===== src/rtl/npu_cube_acc_ctrl.sv =====
// Purpose: sequences and accumulates cfg_len dot-product beats from the cube adder tree into one saturating signed result.
// Latency: the result is valid 1 cycle after the final input handshake. A zero-length job presents 0 one cycle after start.
// Backpressure: in_ready is high only in ACC. out_valid, out_data and out_ovf hold until out_ready. cfg_clr aborts at once.
module npu_cube_acc_ctrl #(
    parameter int DWS   = 21,
    parameter int DWACC = 32,
    parameter int LENW  = 8
) (
    input  logic                    clk,
    input  logic                    rst_n,
    input  logic                    cfg_start,
    input  logic [LENW-1:0]         cfg_len,
    input  logic                    cfg_clr,
    output logic                    busy,
    output logic                    done,
    input  logic                    in_valid,
    output logic                    in_ready,
    input  logic [DWS-1:0]          in_data,
    output logic                    out_valid,
    input  logic                    out_ready,
    output logic [DWACC-1:0]        out_data,
    output logic                    out_ovf
);

    typedef enum logic [1:0] {
        S_IDLE = 2'd0,
        S_ACC  = 2'd1,
        S_OUT  = 2'd2
    } state_t;

    localparam logic [DWACC-1:0] ACC_MAX = {1'b0, {(DWACC-1){1'b1}}};
    localparam logic [DWACC-1:0] ACC_MIN = {1'b1, {(DWACC-1){1'b0}}};

    state_t             state;
    state_t             state_nxt;
    logic [DWACC-1:0]   acc;
    logic [LENW-1:0]    cnt;
    logic [LENW-1:0]    len_q;
    logic               ovf;

    logic [DWACC:0]     sum_ext;
    logic               sum_ovf;
    logic [DWACC-1:0]   acc_sat;
    logic               last_beat;
    logic               in_hs;
    logic               out_hs;

    // One guard bit above the accumulator makes overflow a simple compare of the top two sum bits.
    always_comb begin
        sum_ext = {acc[DWACC-1], acc} + {{(DWACC+1-DWS){in_data[DWS-1]}}, in_data};
        sum_ovf = sum_ext[DWACC] ^ sum_ext[DWACC-1];
        acc_sat = sum_ext[DWACC-1:0];
        if (sum_ovf) begin
            acc_sat = in_data[DWS-1] ? ACC_MIN : ACC_MAX;
        end
    end

    assign last_beat = (cnt == (len_q - LENW'(1)));
    assign in_hs     = in_valid & in_ready;
    assign out_hs    = out_valid & out_ready & ~cfg_clr;
    assign out_data  = acc;
    assign out_ovf   = ovf;

    // State register.
    always_ff @(posedge clk or negedge rst_n) begin
        if (!rst_n) begin
            state <= S_IDLE;
        end else begin
            state <= state_nxt;
        end
    end

    // Next state and handshake outputs. cfg_clr overrides everything, including the beat and the result handshake.
    always_comb begin
        state_nxt = state;
        in_ready  = 1'b0;
        out_valid = 1'b0;
        done      = 1'b0;
        busy      = (state != S_IDLE);
        case (state)
            S_IDLE: begin
                if (cfg_start) begin
                    state_nxt = (cfg_len != '0) ? S_ACC : S_OUT;
                end
            end
            S_ACC: begin
                in_ready = ~cfg_clr;
                if (in_valid && !cfg_clr && last_beat) begin
                    state_nxt = S_OUT;
                end
            end
            S_OUT: begin
                out_valid = 1'b1;
                if (out_ready && !cfg_clr) begin
                    done      = 1'b1;
                    state_nxt = S_IDLE;
                end
            end
            default: state_nxt = S_IDLE;
        endcase
        if (cfg_clr) begin
            state_nxt = S_IDLE;
        end
    end

    // Datapath: the job length is latched on start, beats are accumulated, and the accumulator is cleared after abort or result delivery.
    always_ff @(posedge clk or negedge rst_n) begin
        if (!rst_n) begin
            acc   <= '0;
            cnt   <= '0;
            len_q <= '0;
            ovf   <= 1'b0;
        end else if (cfg_clr) begin
            acc <= '0;
            cnt <= '0;
            ovf <= 1'b0;
        end else begin
            case (state)
                S_IDLE: begin
                    if (cfg_start) begin
                        len_q <= cfg_len;
                        acc   <= '0;
                        cnt   <= '0;
                        ovf   <= 1'b0;
                    end
                end
                S_ACC: begin
                    if (in_hs) begin
                        cnt <= cnt + LENW'(1);
                        // After the first clamp the value is pinned; later beats are only counted.
                        if (!ovf) begin
                            acc <= acc_sat;
                            ovf <= sum_ovf;
                        end
                    end
                end
                S_OUT: begin
                    if (out_hs) begin
                        acc <= '0;
                        cnt <= '0;
                        ovf <= 1'b0;
                    end
                end
                default: begin
                    acc <= '0;
                    cnt <= '0;
                    ovf <= 1'b0;
                end
            endcase
        end
    end

endmodule


===== config.mk =====
export PLATFORM = sky130hd
export DESIGN_NAME = npu_cube_acc_ctrl
export DESIGN_NICKNAME = d
export VERILOG_FILES = /design/src/rtl/npu_cube_acc_ctrl.sv
export SDC_FILE = /design/constraint.sdc
export NUM_CORES = 1
export LEC_CHECK = 0
export CAP_MARGIN = 20
export CORE_MARGIN = 1
export CORE_UTILIZATION = 36
export DETAILED_ROUTE_END_ITERATION = 8
export GPL_TIMING_DRIVEN = 0
export HOLD_SLACK_MARGIN = 0.08
export SYNTH_ARGS = -nofsm -noshare
export SYNTH_HDL_FRONTEND = slang
export SYNTH_SLANG_ARGS = --single-unit

===== constraint.sdc =====
create_clock -name clk -period 4.04 [get_ports clk]
set_clock_uncertainty 0.05 [all_clocks]
set_input_delay 0.808 -clock clk [delete_from_list [all_inputs] [get_ports clk]]
set_output_delay 0.808 -clock clk [all_outputs]
set_load 0.005 [all_outputs]

==> key figures <==
Status
  – Status: finished, final reports clean

Placed design
  – GPL Wtd Cong: 0.841
  – Final HPWL DP: 8.09 mm
  – Buffers on Ports: 71
  – Post-DP Area: 0.00495 mm^2
  – Placed cell count: 650

Timing
  – Max_slew headroom: roughly a third
  – Fmax: 253 MHz
  – Worst slew pin tran: 1.02 ns
  – Final hold viol count: 0
  – Final setup viols: 0
  – Final period util: 97.8%
  – Crit path time final: approximately 3.9 ns
  – Pins Over Slew Limit: 0
  – Setup TNS: 0 ns

GRT
  – Total global routing overflow: 0
  – First-pass GRT wire length: 17.8 mm
  – Largest net degree at the start of global routing: 29
  – Vias in the first global route: 3726
  – Total Routing Usage GR: 19.0%
  – Initial antenna violation count: 0

Die
  – Die height: 108 um
  – Die Area: 0.0117 mm^2
  – Initial Util: 37.2%
  – Core area: 0.0109 mm^2
  – I/O pins: 72
  – Width of the die: 108 um
  – Row count: 38

Logic synthesis
  – Count of cell types in the netlist: 63
  – Share of the synthesized area in the top cell type: approximately a third
  – Post-synth EDFFs: 0
  – Seq/Total Area, Yosys: a little under a third
  – Area of the mapped netlist: approximately 0.0040 mm^2
  – Synth warnings: 0
  – Top FF cell, synth: dfrtp_1
  – Yosys reg bits: ~50
  – Post-synth top area cell: dfrtp_1
  – Post-Syn Nets: 508
  – Synth area leaders: dfrtp_1 32%, ha_1 11%, a221o_1 7.4%
  – Syn Inst Count: 438
  – Mapped Avg Cell Area: between 9 and 10 um^2
  – Post-synth ARST share: 100%

Pwr
  – Clock share of power: 22.2%
  – Tot Pwr: ~0.0015 W
  – VDD IR max: around 170 uV
  – Register share of total power: 41.2%
  – Net Sw Frac: 35.6%
  – Switching pwr: 0.000527 W
  – Leak: 2.29 nW
  – Power Internal: around 0.00095 W
  – Combinational Power Share: 36.6%
  – P per Cell Area: 289 mW/mm^2

Route
  – Wire per inst: between 15 and 20 um
  – Vias per inst: approximately 5.6
  – DR vias: 3692
  – Drt drc: 0
  – DRT Pass-1 Iters: 4
  – DR iter-0 viols: 149
  – Final wirelength: 10.7 mm
  – Final ANT Viol Nets: 0

Worst setup path
  – Arr. time, crit path: 4.09 ns
  – Largest fanout on the critical path: 10
  – CP startpoint kind: input port
  – Worst Setup End Kind: flip-flop
  – Crit path required time: 4.18 ns
  – Crit Path Category: input port to flip-flop

Final layout
  – # nets final: about 590
  – N_diodes: 0
  – Area Growth Syn to Fin: 26.6%
  – Final std cells w/o fill: between 600 and 700
  – Post-route cell area: 0.00512 mm^2
  – Post-layout util: 47.0%
  – Layout cell share with drive strength beyond 1: 8.08%
  – Fillers: roughly 1.0k

Clock network
  – Clock Pin Slew Worst Setup and Hold Paths: 0.11 ns
  – Clock Path Buffers: 2
  – TritonCTS clock tree: built
  – CTS hold repair buffers: 0
  – CTS Root Cell: clkbuf_8
  – Clock Sinks: 51
  – CTS H-tree depth: 2
  – Clock Latency Late Sink: 0.31 ns
  – CTS buffer count: 5

Hold path
  – HP Class: input port to async pin

Job
  – Max Cap Viol: 0
state kept, by name, summed over array words and instances, names as in the netlist:
register and flops:
out_data 32, cnt 8, len_q 8, state 2, out_ovf 1
kinds of logic after synthesis:
family,count (synthesis),share of synthesized area [%]
adders and majority gates,35,11.0
DFF,51,31.5
xor gates and xnor gates,44,9.71
and+or+nand+nor,131,16.3
buffers and inverters,28,3.83
muxes,8,2.16
AOI/OAI and AO/OA,141,25.5
critical path, cell delays in order:
cell	delay [ns]
clkdlybuf4s50_1	0.48
ha_4	0.23
a211oi_4	0.24
nor4_2	0.10
o41ai_2	0.38
o2111ai_1	0.22
a211o_1	0.39
a21o_2	0.26
xnor2_2	0.17
and2_1	0.17
buf_4	0.15
buf_6	0.14
a221o_1	0.34
power by group through the flow:
stage	clock, W	combinational [W]	sequential [W]
3_5_place_dp	0	0.000527	0.000620
4_1_cts	0.000344	0.000532	0.000610
2_1_floorplan	0	0.000352	0.000606
3_3_place_gp	0	0.000519	0.000618
5_1_grt	0.000361	0.000605	0.000619
6_report	0.000328	0.000542	0.000609
through the flow:
step / setup slack [ns] / hold slack [ns]
2_1_floorplan: 0.514 / 0.451
3_3_place_gp: -0.548 / 0.485
3_5_place_dp: -0.570 / 0.483
4_1_cts: 0.00640 / 0.448
5_1_grt: -0.0104 / 0.456
6_report: 0.0901 / 0.426
repair_timing:
action | 4_1_cts | 5_1_grt
resized for setup | 2 | 11
setup buffers | 0 | 2
endpoints found under the setup margin | 31 | 31
endpoints found under the hold margin | 0 | 0
gates cloned | 0 | 0
pin swaps | 1 | 5
cells in the final DEF (no fill, tap or decap), types with 7 or more instances in the layout:
cell             instances
clkbuf_1                 8
a21oi_1                 40
dfrtp_1                 51
xnor2_1                 24
o21ai_0                 19
nor2b_1                  7
clkdlybuf4s50_1         68
xor2_1                  19
ha_1                    30
nand4_1                  8
a221o_1                 30
inv_1                   12
a21o_1                   8
nand3_1                 11
nand2_1                 35
nor3_1                   8
nor2_1                  34
per-layer routing:
layer	up-vias	share of wire, %	track usage (%)
met5	-	0	0
met4	0	1.1	4.50
met3	10	4.9	2.53
met2	106	46	32.0
met1	1760	48	25.7
li1	1816	-	-
final cells by class:
cell class / count / area, um^2 / area share, %
clock buffers: 5 / 68.8 / 1.34
well taps: 140 / 175 / 3.42
repair buffers: 74 / 738 / 14.4
flip-flops and latches: 51 / 1280 / 24.9
clock inverters: 3 / 28.8 / 0.562
plain buffers: 16 / 110 / 2.15
inverters: 12 / 45.0 / 0.880
multi-input cells: 359 / 2680 / 52.3
Yosys cell counts, types with 3 or more instances:
cell type   n
a211o_1     3
a21o_1      8
a21oi_1    40
a221o_1    30
a31oi_1     4
and2_1      5
and3_1      4
buf_6       6
clkbuf_1    8
dfrtp_1    51
ha_1       34
inv_1      12
mux2_2      6
nand2_1    35
nand2b_1    3
nand3_1    11
nand4_1     8
nor2_1     34
nor2b_1     7
nor3_1      8
o21a_1      3
o21ai_0    19
o21bai_1    5
o31ai_1     3
xnor2_1    24
xor2_1     19
worst paths after layout:
kind,start,endpoint,slack (ns),cells after the start
worst max-delay path,in_data[2],out_data[1],0.09,13
worst min-delay path,rst_n,len_q[2],0.43,1
worst max register to register,out_data[1],out_data[1],0.56,12
max in group asynchronous,rst_n,out_data[28],2.95,2
min in group clk,out_data[20],out_data[20],0.51,1
worst min register to register,out_data[20],out_data[20],0.51,1
Power figures use the tool's default switching activity.
